## src/rtl/reset_seq_pkg.sv

```systemverilog
// reset_seq_pkg
//   Shared types and sizing helpers for the staged reset sequencer.
//   - state_t     : sequencer FSM states
//   - cnt_width() : width of the shared hold/timeout counter
//   - idx_width() : width of a stage index (at least 1 bit)
package reset_seq_pkg;

    typedef enum logic [1:0] {
        ST_HOLD     = 2'd0,
        ST_WAIT_ACK = 2'd1,
        ST_RUN      = 2'd2,
        ST_FAULT    = 2'd3
    } state_t;

    // Wide enough to hold max(hold_cycles, ack_timeout) without wrapping.
    function automatic int cnt_width(input int hold_cycles, input int ack_timeout);
        int m;
        m = (hold_cycles > ack_timeout) ? hold_cycles : ack_timeout;
        return $clog2(m + 1);
    endfunction

    function automatic int idx_width(input int num_stages);
        return (num_stages > 1) ? $clog2(num_stages) : 1;
    endfunction

endpackage

```

## src/rtl/reset_seq_if.sv

```systemverilog
// reset_seq_if
//   Bundle between the reset sequencer and the blocks it releases.
//   - soft_reset_req : restart request (sync, >=1 cycle)
//   - stage_ack      : per-stage ready
//   - stage_reset    : per-stage active-high reset, bit 0 released first
//   - all_released   : every stage out of reset and acknowledged
//   - fault          : ack timeout occurred
//   - fault_stage    : index of the stage that timed out
//   modport master : the sequencer side
//   modport slave  : the system side (button path + sequenced blocks)
interface reset_seq_if #(
    parameter int NUM_STAGES = 4
);
    import reset_seq_pkg::*;

    localparam int IDX_W = idx_width(NUM_STAGES);

    logic                  soft_reset_req;
    logic [NUM_STAGES-1:0] stage_ack;
    logic [NUM_STAGES-1:0] stage_reset;
    logic                  all_released;
    logic                  fault;
    logic [IDX_W-1:0]      fault_stage;

    modport master (
        input  soft_reset_req,
        input  stage_ack,
        output stage_reset,
        output all_released,
        output fault,
        output fault_stage
    );

    modport slave (
        output soft_reset_req,
        output stage_ack,
        input  stage_reset,
        input  all_released,
        input  fault,
        input  fault_stage
    );

endinterface

```

## src/rtl/reset_seq_timer.sv

```systemverilog
// reset_seq_timer
//   Clearable, saturating up-counter with terminal-match output.
//   - clk, rst : clock, async active-high reset
//   - clr      : synchronous clear (wins over counting)
//   - limit    : terminal count
//   - hit      : high when the count on this edge reaches limit, so the
//                owner can act on the same edge the limit is reached
module reset_seq_timer #(
    parameter int CNT_W = 4
) (
    input  logic             clk,
    input  logic             rst,
    input  logic             clr,
    input  logic [CNT_W-1:0] limit,
    output logic             hit
);

    logic [CNT_W-1:0] count;
    logic [CNT_W:0]   count_inc;

    assign count_inc = {1'b0, count} + {{CNT_W{1'b0}}, 1'b1};
    assign hit       = (count_inc >= {1'b0, limit});

    always_ff @(posedge clk or posedge rst) begin
        if (rst) begin
            count <= '0;
        end else if (clr) begin
            count <= '0;
        end else if (count != {CNT_W{1'b1}}) begin
            count <= count_inc[CNT_W-1:0];
        end
    end

endmodule

```

## src/rtl/reset_seq.sv

```systemverilog
// reset_seq
//   Staged reset sequencer. Holds every stage in reset for HOLD_CYCLES,
//   then releases stages one at a time, waiting for each stage's ack
//   before releasing the next. A missing ack for ACK_TIMEOUT cycles puts
//   the whole vector back into reset and latches a fault with the stage
//   index. soft_reset_req restarts the sequence from any state.
//   - clk      : system clock, rising edge
//   - reset_in : async active-high reset from the power-on generator
//   - bus      : reset_seq_if master modport (req/ack in, resets/status out)
module reset_seq
    import reset_seq_pkg::*;
#(
    parameter int NUM_STAGES  = 4,
    parameter int HOLD_CYCLES = 16,
    parameter int ACK_TIMEOUT = 1024
) (
    input  logic         clk,
    input  logic         reset_in,
    reset_seq_if.master  bus
);

    localparam int CNT_W = cnt_width(HOLD_CYCLES, ACK_TIMEOUT);
    localparam int IDX_W = idx_width(NUM_STAGES);

    localparam logic [CNT_W-1:0] HOLD_LIM = CNT_W'(HOLD_CYCLES);
    localparam logic [CNT_W-1:0] ACK_LIM  = CNT_W'(ACK_TIMEOUT);
    localparam logic [IDX_W-1:0] IDX_LAST = IDX_W'(NUM_STAGES - 1);

    state_t                state_q,        state_d;
    logic [IDX_W-1:0]      idx_q,          idx_d;
    logic [NUM_STAGES-1:0] stage_reset_q,  stage_reset_d;
    logic                  all_released_q, all_released_d;
    logic                  fault_q,        fault_d;
    logic [IDX_W-1:0]      fault_stage_q,  fault_stage_d;

    logic             tmr_clr;
    logic [CNT_W-1:0] tmr_limit;
    logic             tmr_hit;
    logic             ack_cur;

    // One counter serves both the hold and the ack-timeout phases.
    reset_seq_timer #(
        .CNT_W (CNT_W)
    ) u_timer (
        .clk   (clk),
        .rst   (reset_in),
        .clr   (tmr_clr),
        .limit (tmr_limit),
        .hit   (tmr_hit)
    );

    assign tmr_limit = (state_q == ST_HOLD) ? HOLD_LIM : ACK_LIM;
    assign ack_cur   = bus.stage_ack[idx_q];

    always_ff @(posedge clk or posedge reset_in) begin
        if (reset_in) begin
            state_q        <= ST_HOLD;
            idx_q          <= '0;
            stage_reset_q  <= '1;
            all_released_q <= 1'b0;
            fault_q        <= 1'b0;
            fault_stage_q  <= '0;
        end else begin
            state_q        <= state_d;
            idx_q          <= idx_d;
            stage_reset_q  <= stage_reset_d;
            all_released_q <= all_released_d;
            fault_q        <= fault_d;
            fault_stage_q  <= fault_stage_d;
        end
    end

    always_comb begin
        state_d        = state_q;
        idx_d          = idx_q;
        stage_reset_d  = stage_reset_q;
        all_released_d = all_released_q;
        fault_d        = fault_q;
        fault_stage_d  = fault_stage_q;
        tmr_clr        = 1'b0;

        if (bus.soft_reset_req) begin
            // Restart beats ack, timeout and hold completion.
            state_d        = ST_HOLD;
            idx_d          = '0;
            stage_reset_d  = '1;
            all_released_d = 1'b0;
            fault_d        = 1'b0;
            fault_stage_d  = '0;
            tmr_clr        = 1'b1;
        end else begin
            case (state_q)
                ST_HOLD: begin
                    if (tmr_hit) begin
                        // Released stages form a low-order run of zeros,
                        // so a left shift releases exactly the next one.
                        stage_reset_d = stage_reset_q << 1;
                        idx_d         = '0;
                        tmr_clr       = 1'b1;
                        state_d       = ST_WAIT_ACK;
                    end
                end
                ST_WAIT_ACK: begin
                    if (ack_cur) begin
                        tmr_clr = 1'b1;
                        if (idx_q == IDX_LAST) begin
                            all_released_d = 1'b1;
                            state_d        = ST_RUN;
                        end else begin
                            stage_reset_d = stage_reset_q << 1;
                            idx_d         = idx_q + 1'b1;
                        end
                    end else if (tmr_hit) begin
                        fault_d       = 1'b1;
                        fault_stage_d = idx_q;
                        stage_reset_d = '1;
                        tmr_clr       = 1'b1;
                        state_d       = ST_FAULT;
                    end
                end
                // RUN and FAULT are parked; keep the counter idle.
                default: tmr_clr = 1'b1;
            endcase
        end
    end

    assign bus.stage_reset  = stage_reset_q;
    assign bus.all_released = all_released_q;
    assign bus.fault        = fault_q;
    assign bus.fault_stage  = fault_stage_q;

endmodule

```

## src/flat_wrapper.sv

```systemverilog
// flat-port wrapper written by rule: the top's interface ports become plain ports
module reset_seq_flat import reset_seq_pkg::*;
#(
    parameter int NUM_STAGES  = 4,
    parameter int HOLD_CYCLES = 16,
    parameter int ACK_TIMEOUT = 1024
)
  (clk, reset_in, bus_soft_reset_req, bus_stage_ack, bus_stage_reset, bus_all_released, bus_fault, bus_fault_stage);
  reset_seq_if #(.NUM_STAGES(NUM_STAGES)) bus_i ();
  input  logic clk;
  input  logic reset_in;
  input wire logic [$bits(bus_i.soft_reset_req)-1:0] bus_soft_reset_req;
  input wire logic [$bits(bus_i.stage_ack)-1:0] bus_stage_ack;
  output wire logic [$bits(bus_i.stage_reset)-1:0] bus_stage_reset;
  output wire logic [$bits(bus_i.all_released)-1:0] bus_all_released;
  output wire logic [$bits(bus_i.fault)-1:0] bus_fault;
  output wire logic [$bits(bus_i.fault_stage)-1:0] bus_fault_stage;
  assign bus_i.soft_reset_req = bus_soft_reset_req;
  assign bus_i.stage_ack = bus_stage_ack;
  assign bus_stage_reset = bus_i.stage_reset;
  assign bus_all_released = bus_i.all_released;
  assign bus_fault = bus_i.fault;
  assign bus_fault_stage = bus_i.fault_stage;
  reset_seq #(.NUM_STAGES(NUM_STAGES), .HOLD_CYCLES(HOLD_CYCLES), .ACK_TIMEOUT(ACK_TIMEOUT)) u_core (.clk(clk), .reset_in(reset_in), .bus(bus_i));
endmodule
```

## config.mk

```make
export PLATFORM = sky130hd
export DESIGN_NAME = reset_seq_flat
export DESIGN_NICKNAME = d
export VERILOG_FILES = /design/src/rtl/reset_seq_pkg.sv /design/src/rtl/reset_seq_if.sv /design/src/rtl/reset_seq_timer.sv /design/src/rtl/reset_seq.sv /design/src/flat_wrapper.sv
export SDC_FILE = /design/constraint.sdc
export NUM_CORES = 1
export LEC_CHECK = 0
export CORE_MARGIN = 3
export CORE_UTILIZATION = 50
export CTS_CLUSTER_DIAMETER = 60
export DETAILED_ROUTE_END_ITERATION = 8
export PLACE_DENSITY = 0.74
export SYNTH_ARGS = -nofsm -noshare
export SYNTH_HDL_FRONTEND = slang
export SYNTH_SLANG_ARGS = --single-unit
```

## constraint.sdc

```tcl
create_clock -name clk -period 3 [get_ports clk]
set_clock_uncertainty 0.05 [all_clocks]
set_input_delay 0.3 -clock clk [delete_from_list [all_inputs] [get_ports clk]]
set_output_delay 0.3 -clock clk [all_outputs]
set_load 0.01 [all_outputs]
```

==> flow_summary.json, run 1 <==
{
  "routedLengthMet1_mm": 1.60,
  "leakage_nw": 0.721,
  "synth_edf_count": 0,
  "antenna_found_initial": 0,
  "row_count": 18,
  "ys.flop_type": "dfrtp_1",
  "avgViaCountPerCell": 6.55,
  "maxCapViolations": 0,
  "io_pins": 15,
  "pre_cts_ws_ns": 0.192,
  "power.density_nw_per_um2": 492,
  "netlist_area_um2": 1460,
  "cts_root_buf": "clkbuf_4",
  "yosysSeqAreaShare_pct": 39.8,
  "routedWlPerCell_um": 17.0,
  "dp_hpwl_mm": 2.36,
  "post-route-min-period_ns": 2.79,
  "grt_max_degree": 24,
  "place_congestion": 0.823,
  "setup_ws_ns": 0.213,
  "initial_core_util_pct": 55.4,
  "worstPathArrival_ns": 2.95,
  "irDropWorstVdd_uv": 517,
  "routed_wl_mm": 3.26,
  "die_area_um2": 3600,
  "drive_gt1_share_pct": 12.3,
  "outcome": "finished clean",
  "critPathLaunchType": "flop",
  "grt_pass1_vias": 1144,
  "setup_tns_ns": 0,
  "hold_viol_final": 0,
  "drtPass1Iterations": 4,
  "yosys_warnings": 0,
  "htreeDepth": 1,
  "grtUsageTotal_pct": 19.9,
  "wl_met3_um": 165,
  "async_flop_share_pct": 100,
  "vias": 1257,
  "max_freq_ghz": 0.359,
  "fin_nets": 174,
  "cp-end-kind": "flop",
  "cp.required_ns": 3.17,
  "synthesis.nets": 161,
  "yosysUniqueCellTypes": 48,
  "crit_type": "reg2reg",
  "met2_length_mm": 1.43,
  "syn_to_final_growth_pct": 13.0,
  "report.final.slew_viol_count": 0,
  "num_antenna_cells": 0,
  "overflow": 0,
  "first_iter_violations": 77,
  "synth.avg_cell_area_um2": 9.73,
  "fillCellCount": 214,
  "highest_layer": "met4",
  "worstPathMaxFanout": 14,
  "timing.final.crit_share_pct": 92.9,
  "finalSetupViolCount": 0,
  "clk_latency_ns": 0.32,
  "cts_sinks": 23,
  "clk_pin_slew_worst_paths_ns": 0.12,
  "cts_tree": "yes",
  "antenna_violating_nets_post_route": 0,
  "whs_ns": 0.377,
  "postCtsSetupBuffers": 0,
  "synth-seq-cells": 23,
  "worstMarginPinSlew_ns": 0.827,
  "numCtsBuffers": 3,
  "clockBufferDepth": 2,
  "slew_headroom_pct": 44.8,
  "die_h_um": 60.0,
  "die_x_um": 60.0,
  "grt_pass1_wl_mm": 5.43,
  "rsz0062_at_grt": "false",
  "port_buffers": 14,
  "hold_path.class": "in2async",
  "drc": 0,
  "synth_cells": 150,
  "coreArea_um2": 2640
}
## cell usage after synthesis (all sizes together), types with 5 or more instances
| library cell | n | area share, % |
|---|---|---|
| dfrtp | 19 | 33 |
| nand2 | 11 | 2.8 |
| inv | 10 | 2.6 |
| nand3 | 9 | 3.1 |
| nor3 | 9 | 3.1 |
| clkbuf | 8 | 2.1 |
| xor2 | 6 | 3.6 |
| a211oi | 5 | 3.6 |
| nand4 | 5 | 2.1 |
| o21ai | 5 | 1.7 |
## power by group
group	leakage, nW	internal (mW)	switching (mW)
clock network	0.0177	0.0500	0.0918
registers	0.305	0.342	0.0402
logic	0.399	0.114	0.174
## state kept, by name, summed over array words and instances, names as in the netlist
signal / cells
u_core.u_timer.count: 11
u_core.bus.stage_reset: 4
u_core.bus.fault_stage: 2
u_core.idx_q: 2
u_core.state_q: 2
u_core.bus.all_released: 1
u_core.bus.fault: 1
## final timing paths
kind,from,end,slack (ns),cells past startpoint
worst min register to register,u_core.bus.stage_reset[3],u_core.bus.stage_reset[3],0.42,2
worst min-delay path,reset_in,u_core.bus.fault,0.38,2
worst max register to register,u_core.u_timer.count[0],u_core.state_q[1],0.21,9
worst max-delay path,u_core.u_timer.count[0],u_core.state_q[1],0.21,9
max in group asynchronous,reset_in,u_core.u_timer.count[2],2.00,2
min in group clk,u_core.bus.stage_reset[3],u_core.bus.stage_reset[3],0.42,2
## worst max-delay path, stage by stage (launching register included)
cell and delay (ns):
dfrtp_1 0.48, ha_1 0.38, nand3_1 0.13, xor2_1 0.20, ha_1 0.26, nand3_1 0.08
o31a_1 0.12, o2111ai_1 0.21, o21a_2 0.40, o311a_1 0.36
## layer usage
metal  track usage (%)  vias up
met5                 0        -
met4              5.38        0
met3              4.54        8
met2              27.9       50
met1              30.2      595
li1                  -      604
## final cells by class
cell class | count | area [um^2] | area share, %
Multi-Input combinational cell | 107 | 797 | 48.3
Timing Repair Buffer | 18 | 170 | 10.3
Tap cell | 30 | 37.5 | 2.27
Clock inverter | 1 | 5.00 | 0.303
Inverter | 10 | 37.5 | 2.27
Clock buffer | 3 | 22.5 | 1.36
Sequential cell | 23 | 581 | 35.2
## what timing repair did
action | CTS | global route
resized for setup | 0 | 1
endpoints found under the setup margin | 0 | 3
hold buffers | 0 | 0
## through the flow
step           util [%]  total power [mW]  cells  area (um^2)
2_1_floorplan         -             0.599    150         1460
3_3_place_gp       61.3             0.658    188         1620
3_5_place_dp       61.3             0.669    188         1620
4_1_cts            62.3             0.815    192         1640
5_1_grt            62.6             0.871    192         1650
6_report           62.6             0.812    192         1650
## placed cells by master (no fill, tap or decap), types with 2 or more instances in the layout
cell	Yosys	layout
o32a_1	2	2
and4_1	3	3
a21oi_1	4	4
mux2i_1	3	3
inv_1	10	10
nand2_1	11	11
clkbuf_4	0	3
clkdlybuf4s50_1	0	14
a211oi_1	2	2
nor3_1	9	9
dfstp_2	4	4
nor2_1	4	4
ha_1	4	4
a211oi_2	3	3
buf_4	0	4
o21ai_0	5	5
nand3_1	9	9
dfrtp_1	19	19
a31oi_1	3	3
a32oi_1	4	4
a311oi_1	3	3
nor2b_1	2	2
xor2_1	6	6
nand4_1	5	5
## kinds of logic (layout without fill, tap and decap cells)
family	after synthesis	count (layout)	share of synthesized area, %
AO/OA/AOI/OAI	42	42	24.4
AND/OR/NAND/NOR	50	50	18.4
buffers and inverters	20	32	6.17
flip-flops	23	23	39.8
XOR/XNOR	7	7	4.20
adder cells (fa/ha/maj)	4	4	3.43
multiplexers	4	4	3.60
(Power assumes the default switching activity.)
==> run 2, diff against run 1 <==
Settings changed: CORE_MARGIN 3 to 4.
==> run 2 against run 1 <==
Sequential share of layout area rose by 0.27 points. Register-to-register slack worse by 0.06 ns. Hold slack gained 0.011 ns. Final cell count stayed put. Maximum frequency decreased by 2.1%. Via count down 1.1%. Non-clock buffer count down 1. Wire length shrank 3.1%. Total power increased by 0.85%. Core utilization down 3.7 points. Largest cell class unchanged.
==> flow_summary.json, run 2 (synthesis results as in run 1) <==
{
  "outcome": "finished clean",
  "crit_type": "reg2reg",
  "die_area_um2": 3850,
  "clk_latency_ns": 0.31,
  "finalCoreUtilization_pct": 58.9,
  "coreArea_um2": 2780,
  "finalSetupViolCount": 0,
  "max_freq_ghz": 0.351,
  "drc": 0,
  "routed_wl_mm": 3.16,
  "io_pins": 15,
  "final_cell_mix": "dfrtp_1, clkdlybuf4s50_1, nand2_1",
  "cts_sinks": 23,
  "routedWlPerCell_um": 16.4,
  "max_stage_delay_ns": 0.51,
  "syn_to_final_growth_pct": 12.2,
  "clk_pin_slew_worst_paths_ns": 0.13,
  "antenna_found_initial": 0,
  "post-route-min-period_ns": 2.85,
  "avgViaCountPerCell": 6.47,
  "critPathLaunchType": "flop",
  "multi_input_area_um2": 792,
  "cts_root_buf": "clkbuf_4",
  "clockBufferDepth": 2,
  "die_h_um": 62.0,
  "antenna_violating_nets_post_route": 0,
  "port_buffers": 14,
  "crit_chain": "ha_2 > and3_1 > xor2_1 > ha_1 > a41oi_1 > nand3_1 > o21a_2 > o311a_1",
  "regToRegSetupSlack_ns": 0.15,
  "power.density_nw_per_um2": 500,
  "cts_tree": "yes",
  "irDropWorstVdd_uv": 320,
  "maxCapViolations": 0,
  "worstPathArrival_ns": 3.00,
  "largest_register": "u_core.u_timer.count",
  "seqCellArea_um2": 581,
  "worstMarginPinSlew_ns": 0.823,
  "cp.required_ns": 3.16,
  "vias": 1243,
  "timing.final.crit_share_pct": 94.9,
  "grt_pass1_vias": 1163,
  "fin_nets": 173,
  "grt_max_degree": 24,
  "critPathSlowestCell": "dfrtp_1",
  "overflow": 0,
  "leakage_nw": 0.711,
  "setup_tns_ns": 0,
  "slew_headroom_pct": 45.0,
  "grtUsageTotal_pct": 18.5,
  "die_x_um": 62.0,
  "drive_gt1_share_pct": 11.2,
  "report.final.slew_viol_count": 0,
  "num_antenna_cells": 0,
  "rsz0062_at_grt": "false",
  "hold_viol_final": 0,
  "row_count": 19,
  "cp-end-kind": "flop",
  "hold_path.class": "in2async",
  "first_iter_violations": 60,
  "numCtsBuffers": 3,
  "whs_ns": 0.388,
  "fillCellCount": 243,
  "htreeDepth": 1,
  "largest_reg_flops": 11,
  "worstPathMaxFanout": 14,
  "place_congestion": 0.899,
  "cts_hold_buf": 0,
  "grt_pass1_wl_mm": 5.36,
  "initial_core_util_pct": 52.5,
  "drtPass1Iterations": 4,
  "final_common_cell": "dfrtp_1",
  "dp_hpwl_mm": 2.34
}
## run 2: changes by cell type in the layout (fill, tap and decap cells not counted)
cell      delta
ha_2         +1
a41oi_2      -1
buf_4        -1
clkbuf_1     +1
a41oi_1      +1
ha_1         -1
clkinv_2     -1
## run 2: final timing paths
check,cells after the start,from,endpoint
setup / recovery,8,u_core.u_timer.count[0],u_core.state_q[1]
hold / removal,2,reset_in,u_core.bus.fault
setup reg to reg,8,u_core.u_timer.count[0],u_core.state_q[1]
hold reg to reg,2,u_core.bus.stage_reset[3],u_core.bus.stage_reset[3]
max in group asynchronous,2,reset_in,u_core.u_timer.count[10]
min in group clk,2,u_core.bus.stage_reset[3],u_core.bus.stage_reset[3]
## run 2: metrics by stage
step	cells	instance area, um^2	worst slack (ns)	power (mW)
6_report	192	1640	0.154	0.819
5_1_grt	192	1640	0.0622	0.879
4_1_cts	192	1640	0.0900	0.819
3_5_place_dp	188	1610	0.134	0.673
3_3_place_gp	188	1610	0.344	0.659
2_1_floorplan	150	1460	0.450	0.599
## run 2: repair_timing
| action | CTS | global route |
|---|---|---|
| buffers inserted | 0 | 0 |
| setup endpoints to repair | 0 | 1 |
| resized for setup | 0 | 1 |
| hold endpoints to repair | 0 | 0 |
## run 2: final cells by class
cell class,instances,area share (%)
repair buffers,17,9.93
well taps,31,2.37
flip-flops and latches,23,35.4
clock buffers,4,1.60
multi-input cells,107,48.4
inverters,10,2.29
## run 2: worst max-delay path, delay by kind of cell, from the launching register on
family	cells	cell delay (ns)
AOI/OAI and AO/OA	3	1.14
xor gates and xnor gates	1	0.08
adders and majority gates	2	0.55
DFF	1	0.51
and+or+nand+nor	2	0.41
## run 2: metal layers
layer / share of wire, % / track usage, % / up-vias
li1: - / - / 597
met1: 47 / 27.0 / 608
met2: 47 / 28.0 / 36
met3: 4.9 / 3.31 / 2
met4: 0.44 / 5.45 / 0
met5: 0 / 0 / -
## run 2: where the power goes
group | total [mW] | internal (mW) | switching (mW)
sequential | 0.387 | 0.342 | 0.0450
clock | 0.144 | 0.0518 | 0.0917
combinational | 0.288 | 0.116 | 0.172
==> run 3, diff against run 2 <==
Settings changed: CORE_MARGIN 4 to 2.
==> run 3 against run 2 <==
Cell area grew 0.84%. Sequential cell count is the same. Global-route usage grew 4.4 points. Highest routed layer unchanged. Sequential power is essentially flat. Largest cell class unchanged. Worst setup slack gained 0.089 ns. Non-clock buffer count grew 2. Via count grew 0.64%. Clock power is essentially flat.
==> flow_summary.json, run 3 (synthesis results as in run 1) <==
{
  "stdcell_area_um2": 1650,
  "routedWlPerCell_um": 17.2,
  "timing.final.crit_share_pct": 91.9,
  "largest_reg_flops": 11,
  "avgViaCountPerCell": 6.45,
  "drtPass1Iterations": 4,
  "cts_tree": "yes",
  "crit_type": "reg2reg",
  "grtUsageTotal_pct": 22.9,
  "cp-end-kind": "flop",
  "setup_tns_ns": 0,
  "r2r_end": "u_core.state_q[1]",
  "die_area_um2": 3370,
  "critPathLaunchType": "flop",
  "slew_headroom_pct": 40.3,
  "routed_wl_mm": 3.34,
  "hold_path.class": "in2async",
  "overflow": 0,
  "die_h_um": 58.0,
  "leakage_nw": 0.727,
  "outcome": "finished clean",
  "place_congestion": 0.885,
  "r2r_cells": 8,
  "post-route-min-period_ns": 2.76,
  "port_buffers": 14,
  "finalSetupViolCount": 0,
  "grt_max_degree": 24,
  "p_total_mw": 0.820,
  "cts_sinks": 23,
  "r2r-start": "u_core.u_timer.count[6]",
  "report.final.slew_viol_count": 0,
  "num_antenna_cells": 0,
  "grt_pass1_wl_mm": 5.95,
  "grt_pass1_vias": 1300,
  "worstMarginPinSlew_ns": 0.895,
  "regToRegSetupSlack_ns": 0.24,
  "coreArea_um2": 2760,
  "drive_gt1_share_pct": 12.3,
  "antenna_found_initial": 0,
  "rsz0062_at_grt": "false",
  "htreeDepth": 1,
  "max_freq_ghz": 0.363,
  "clk_latency_ns": 0.32,
  "irDropWorstVdd_uv": 335,
  "placed_area_um2": 1620,
  "worstPathArrival_ns": 2.93,
  "dp_hpwl_mm": 2.45,
  "cts_root_buf": "clkbuf_4",
  "final_common_cell": "dfrtp_1",
  "numCtsBuffers": 3,
  "syn_to_final_growth_pct": 13.1,
  "power.density_nw_per_um2": 497,
  "stdcell_count": 194,
  "first_iter_violations": 46,
  "cts.repair.resized": 0,
  "vias": 1251,
  "clockBufferDepth": 2,
  "hold_viol_final": 0,
  "die_x_um": 58.0,
  "drc": 0,
  "fin_nets": 175,
  "worstPathMaxFanout": 14,
  "antenna_violating_nets_post_route": 0,
  "place_inst": 190,
  "cts_hold_buf": 0,
  "clk_pin_slew_worst_paths_ns": 0.13,
  "final_cell_mix": "dfrtp_1, clkdlybuf4s50_1, nand2_1",
  "postCtsSetupBuffers": 0,
  "row_count": 19,
  "initial_core_util_pct": 52.9,
  "cp.required_ns": 3.17,
  "maxCapViolations": 0,
  "largest_register": "u_core.u_timer.count",
  "io_pins": 15
}
-- run 3: routing by layer --
metal	GRT usage, %	part of all wire (%)	vias to the layer above
met5	0	0	-
met4	9.30	1.5	0
met3	4.02	3.7	7
met2	38.1	49	46
met1	29.5	46	597
li1	-	-	601
-- run 3: critical path: stages, from the launching register on --
cell,delay (ns)
dfrtp_1,0.53
and4_1,0.30
and3_1,0.21
xor2_1,0.08
ha_1,0.20
a41oi_1,0.38
nand3_1,0.19
o21a_2,0.36
o311a_1,0.36
-- run 3: final cells by class --
type | count | area, um^2
well taps | 31 | 38.8
fillers | 251 | 1110
inverters | 10 | 37.5
repair buffers | 19 | 178
flip-flops and latches | 23 | 581
multi-input cells | 107 | 790
clock inverters | 1 | 5.00
clock buffers | 3 | 22.5
-- run 3: through the flow --
stage	utilization [%]	setup slack, ns	hold slack, ns
final	59.9	0.243	0.404
after global placement	58.9	0.370	0.401
after floorplan	-	0.450	0.249
after detailed placement	58.9	0.309	0.411
after global routing	59.9	0.0652	0.449
after CTS	59.9	0.278	0.429
-- run 3: how the worst max path moves through the flow --
| stage | startpoint | endpoint | slack (ns) | depth (start not counted) |
|---|---|---|---|---|
| 2_1_floorplan | u_core.u_timer.count[0] | u_core.state_q[1] | 0.45 | 9 |
| 3_5_place_dp | u_core.u_timer.count[6] | u_core.state_q[1] | 0.31 | 8 |
| 6_report | u_core.u_timer.count[6] | u_core.state_q[1] | 0.24 | 8 |
| 5_1_grt | u_core.u_timer.count[6] | u_core.state_q[1] | 0.07 | 8 |
| 3_3_place_gp | u_core.u_timer.count[0] | u_core.state_q[1] | 0.37 | 9 |
| 4_1_cts | u_core.u_timer.count[6] | u_core.state_q[1] | 0.28 | 8 |
-- run 3: report_power, final --
part / internal [mW] / total [mW] / switching, mW / leakage [nW]
logic: 0.116 / 0.292 / 0.176 / 0.404
clock network: 0.0499 / 0.143 / 0.0934 / 0.0177
registers: 0.342 / 0.385 / 0.0431 / 0.305
total: 0.508 / 0.820 / 0.312 / 0.727
==> variant 1 (flow settings as in run 2) <==
`NUM_STAGES` is set to 4 in 3 places; all go to 8.
--- a/src/rtl/reset_seq_if.sv
+++ b/src/rtl/reset_seq_if.sv
@@ -9,7 +9,7 @@
 //   modport master : the sequencer side
 //   modport slave  : the system side (button path + sequenced blocks)
 interface reset_seq_if #(
-    parameter int NUM_STAGES = 4
+    parameter int NUM_STAGES = 8
 );
     import reset_seq_pkg::*;
 
--- a/src/rtl/reset_seq.sv
+++ b/src/rtl/reset_seq.sv
@@ -10,7 +10,7 @@
 module reset_seq
     import reset_seq_pkg::*;
 #(
-    parameter int NUM_STAGES  = 4,
+    parameter int NUM_STAGES  = 8,
     parameter int HOLD_CYCLES = 16,
     parameter int ACK_TIMEOUT = 1024
 ) (
--- a/src/flat_wrapper.sv
+++ b/src/flat_wrapper.sv
@@ -1,7 +1,7 @@
 // flat-port wrapper written by rule: the top's interface ports become plain ports
 module reset_seq_flat import reset_seq_pkg::*;
 #(
-    parameter int NUM_STAGES  = 4,
+    parameter int NUM_STAGES  = 8,
     parameter int HOLD_CYCLES = 16,
     parameter int ACK_TIMEOUT = 1024
 )
Ports: changed (resized bus_fault_stage, bus_stage_ack and bus_stage_reset); port bits go from 15 to 24. The function was not compared with the original's and may differ.
==> variant 1 against run 2 <==
  * Maximum frequency shrank 0.33%
  * Combinational power grew 12%
  * Sequential share of layout area grew 0.85 points
  * Critical endpoint is now u_core.u_timer.count[2]
  * Design area grew 24%
  * Largest power group unchanged
  * Clock power grew 89%
  * Highest routed layer unchanged
  * Power grew 30%
  * Sequential cell count grew 6
  * Synthesized area grew 15%
  * Worst setup slack lost 0.0095 ns
  * First-iteration DRC count shrank 5.0%
  * Count of clock-buffer cells in the layout grew 3
  * Wire length grew 14%
  * Via count grew 12%
==> variant 1: results <==
export IMPL_via_count_of_the_first_global_routing_pass=1469
export IMPL_synth_xor_xnor_area_share_pct=5.75
export IMPL_worstSkewPairLatency_ns=0.33
export IMPL_endpoint_arrival_time_on_the_critical_path_ns=3.06
export IMPL_place_hpwl_um=2630
export IMPL_first_iter_violations=57
export IMPL_routed_wire_length_per_instance_um=14.7
export IMPL_worstRegToRegCells=9
export IMPL_numPortBuffers=23
export IMPL_critical_path_peak_fanout=11
export IMPL_track_usage_pct=19.1
export IMPL_max_slew_margin_pct=31.7
export IMPL_grt_start_max_net_pins=28
export IMPL_yosys_cell_types_count=39
export IMPL_nNetsFinal=216
export IMPL_critPathTopFamily="simple AND/OR/NAND/NOR gates"
export IMPL_pre_cts_slack_ns=0.0949
export IMPL_cp_start_kind="flip-flop"
export IMPL_cp_endpoint="u_core.u_timer.count[2]"
export IMPL_post_synth_fa_ha_maj_area_fraction_pct=3.74
export IMPL_drt_first_pass_iters=4
export IMPL_muxShareOfSynthArea_pct=9.64
export IMPL_grt_first_pass_wirelength_um=6400
export IMPL_fillCellCount=268
export IMPL_cts_buffers=5
export IMPL_synth_net_count=190
export IMPL_cp_slowest_stage_delay_ns=0.54
export IMPL_post_cts_buffers=0
export IMPL_synth_compound_area_share_pct=13.5
export IMPL_synth_area_top_cells="sky130_fd_sc_hd__dfrtp_1 (31%), sky130_fd_sc_hd__dfstp_2 (13%), sky130_fd_sc_hd__mux2i_1 (9.0%)"
export IMPL_area_growth_pct=21.1
export IMPL_drive_gt1_share_pct=13.9
export IMPL_dr_total_vias=1393
export IMPL_run_status="complete, no violations"
export IMPL_finalWeightedCongestion=0.888
export IMPL_synth_cells_most_frequent="sky130_fd_sc_hd__dfrtp_1 (21), sky130_fd_sc_hd__nor2_1 (17), sky130_fd_sc_hd__mux2i_1 (15), sky130_fd_sc_hd__nand2_1 (15), sky130_fd_sc_hd__nor3_1 (12)"
export IMPL_proportion_of_synthesized_chip_area_in_sequential_cells_pct=43.9
export IMPL_clk_pin_slew_worst_paths_ns=0.10
export IMPL_detailed_place_area_um2=1950
export IMPL_power_leakage_nw=0.849
export IMPL_cpMaxStageDelayCell="sky130_fd_sc_hd__o41a_4"
==> variant 1: changes by cell type in the layout (fill, tap and decap cells not counted), moves of 4 or more <==
cell / change
sky130_fd_sc_hd__a21oi_1: +6
sky130_fd_sc_hd__a32oi_1: -4
sky130_fd_sc_hd__clkdlybuf4s50_1: +9
sky130_fd_sc_hd__dfstp_2: +4
sky130_fd_sc_hd__mux2i_1: +12
sky130_fd_sc_hd__nand2_1: +4
sky130_fd_sc_hd__nand4_1: -4
sky130_fd_sc_hd__nor2_1: +13
sky130_fd_sc_hd__xnor2_1: +5
==> variant 1: per-layer routing <==
layer	global-route usage, %	share of wire [%]	vias up
li1	-	-	672
met3	4.08	3.9	11
met2	31.7	48	38
met5	0	0	-
met4	10.6	2.8	0
met1	22.8	45	672
==> variant 1: repair_timing <==
item | CTS | global route
hold buffers | 0 | 0
gates resized for setup | 0 | 2
endpoints found under the setup margin | 0 | 20
==> variant 1: per-stage QoR <==
| step | total power [W] | hold slack, ns | std cells |
|---|---|---|---|
| floorplan | 0.000723 | 0.322 | 174 |
| global placement | 0.000783 | 0.449 | 237 |
| detailed placement | 0.000798 | 0.445 | 237 |
| CTS | 0.00107 | 0.479 | 245 |
| global route | 0.00114 | 0.495 | 245 |
| finish | 0.00107 | 0.475 | 245 |
==> variant 1: report_power, final <==
group | internal, W | switching, W | total [W]
Sequential | 0.000428 | 0.0000434 | 0.000472
Combinational | 0.000148 | 0.000175 | 0.000323
Clock | 0.000136 | 0.000137 | 0.000272
Total | 0.000712 | 0.000355 | 0.00107
==> variant 1: area by class of cell <==
type / count / share of cell area, %
multi-input cells: 128 / 42.8
flip-flops and latches: 29 / 36.3
repair buffers: 28 / 13.2
clock buffers: 7 / 3.21
well taps: 44 / 2.72
inverters: 8 / 1.48
clock inverters: 1 / 0.247
==> variant 2 (flow settings as in run 2) <==
Without the edit above. Make the reset (`reset_in` and `rst`) synchronous in 2 clocked blocks. Comments in the files are not updated.
--- a/src/rtl/reset_seq_timer.sv
+++ b/src/rtl/reset_seq_timer.sv
@@ -21,7 +21,7 @@
     assign count_inc = {1'b0, count} + {{CNT_W{1'b0}}, 1'b1};
     assign hit       = (count_inc >= {1'b0, limit});
 
-    always_ff @(posedge clk or posedge rst) begin
+    always_ff @(posedge clk) begin
         if (rst) begin
             count <= '0;
         end else if (clr) begin
--- a/src/rtl/reset_seq.sv
+++ b/src/rtl/reset_seq.sv
@@ -52,7 +52,7 @@
     assign tmr_limit = (state_q == ST_HOLD) ? HOLD_LIM : ACK_LIM;
     assign ack_cur   = bus.stage_ack[idx_q];
 
-    always_ff @(posedge clk or posedge reset_in) begin
+    always_ff @(posedge clk) begin
         if (reset_in) begin
             state_q        <= ST_HOLD;
             idx_q          <= '0;
Check against the original RTL: same outputs for any inputs over 10 cycles, from zero or initial values and one cycle with reset_in high; that may be too few to reach the edited logic, so the function may still have changed.
==> variant 2 against run 2 <==
  * Highest routed layer unchanged
  * Synthesized cell count decreased by 7.3%
  * Critical endpoint is now u_core.bus.stage_reset[3]
  * Sequential cell count unchanged
  * Synthesized area decreased by 12%
  * Utilization increased by 1.2 points
  * Design area decreased by 10%
  * Largest cell class unchanged
  * Worst setup slack improved by 0.12 ns
  * Wire length decreased by 16%
Power is not compared: it rests on default switching activity, and its combinational part moved more than twofold at a synthesized area within 25%.
==> variant 2: results <==
export IMPL_finalWeightedCongestion=0.816
export IMPL_proportion_of_synthesized_chip_area_in_sequential_cells_pct=35.8
export IMPL_critPathKind="flip-flop to flip-flop"
export IMPL_critical_path_peak_fanout=8
export IMPL_routed_wire_length_per_instance_um=14.4
export IMPL_yosys_cell_types_count=41
export IMPL_max_slew_margin_pct=63.7
export IMPL_worstSetupStartpoint="u_core.u_timer.count[0]"
export IMPL_dr_total_vias=1120
export IMPL_track_usage_pct=16.7
export IMPL_asyncSetResetFlopFracSynth_pct=0
export IMPL_endpoint_arrival_time_on_the_critical_path_ns=2.94
export IMPL_run_status="complete, no violations"
export IMPL_first_iter_violations=41
export IMPL_fillCellCount=227
export IMPL_via_count_of_the_first_global_routing_pass=1070
export IMPL_holdCritPathClass="flip-flop to flip-flop"
export IMPL_post_synth_fa_ha_maj_area_fraction_pct=3.89
export IMPL_synth_area_top_cells="sky130_fd_sc_hd__dfxtp_1 (36%), sky130_fd_sc_hd__nand2_1 (4.4%), sky130_fd_sc_hd__ha_1 (3.9%)"
export IMPL_ir_drop_mv=0.234
export IMPL_pre_cts_slack_ns=0.262
export IMPL_synth_net_count=150
export IMPL_synth_compound_area_share_pct=27.0
export IMPL_synth_cells_most_frequent="sky130_fd_sc_hd__dfxtp_1 (23), sky130_fd_sc_hd__nand2_1 (15), sky130_fd_sc_hd__nor2_1 (11)"
export IMPL_cp_slowest_stage_delay_ns=0.42
export IMPL_fin_crit_ns=2.73
export IMPL_r2r_slack_ns=0.27
export IMPL_whs_ns=0.424
export IMPL_grt_first_pass_wirelength_um=4510
export IMPL_critPathTopFamily="simple AND/OR/NAND/NOR gates"
export IMPL_nNetsFinal=165
export IMPL_worstRegToRegCells=11
export IMPL_synth_xor_xnor_area_share_pct=5.45
export IMPL_drt_first_pass_iters=4
export IMPL_reg2reg_to="u_core.bus.stage_reset[3]"
export IMPL_muxShareOfSynthArea_pct=3.31
export IMPL_place_hpwl_um=1990
[variant 2: changes by cell type in the layout (fill, tap and decap cells not counted), sizes merged, moves of 4 or more]
cell,run 2,this run
dfxtp,0,23
dfrtp,19,0
nor3,9,1
inv,10,3
nor2,4,11
a21oi,4,9
a211oi,5,1
a32oi,4,0
dfstp,4,0
nand2,11,15
[variant 2: through the flow]
step	utilization, %	area, um2
floorplan	-	1290
global placement	58.7	1440
detailed placement	58.7	1440
CTS	59.7	1470
global route	60.0	1470
finish	60.0	1470
[variant 2: worst reg2reg max path, stage by stage, from the launching register on]
cell and delay [ns]:
sky130_fd_sc_hd__dfxtp_1 0.42, sky130_fd_sc_hd__ha_2 0.25, sky130_fd_sc_hd__nand3_1 0.16, sky130_fd_sc_hd__nor2_1 0.17
sky130_fd_sc_hd__and3_1 0.26, sky130_fd_sc_hd__xor2_1 0.09, sky130_fd_sc_hd__ha_1 0.21, sky130_fd_sc_hd__a41oi_4 0.31
sky130_fd_sc_hd__nand2_1 0.11, sky130_fd_sc_hd__or3_4 0.36, sky130_fd_sc_hd__a21boi_1 0.16, sky130_fd_sc_hd__a311o_1 0.13
[variant 2: layout make-up]
| class | instances | area share [%] |
|---|---|---|
| sequential | 23 | 31.2 |
| clock buffer | 4 | 1.78 |
| multi-input combinational | 109 | 54.2 |
| tap | 30 | 2.55 |
| timing repair buffer | 14 | 9.51 |
| inverter | 3 | 0.764 |
[variant 2: layer usage]
metal  vias up  GRT usage, %  wire, um
met2        26          30.6      1390
li1        547             -         -
met1       545          19.1      1110
met5         -             0         0
met4         0          6.47        14
met3         2          2.63       121
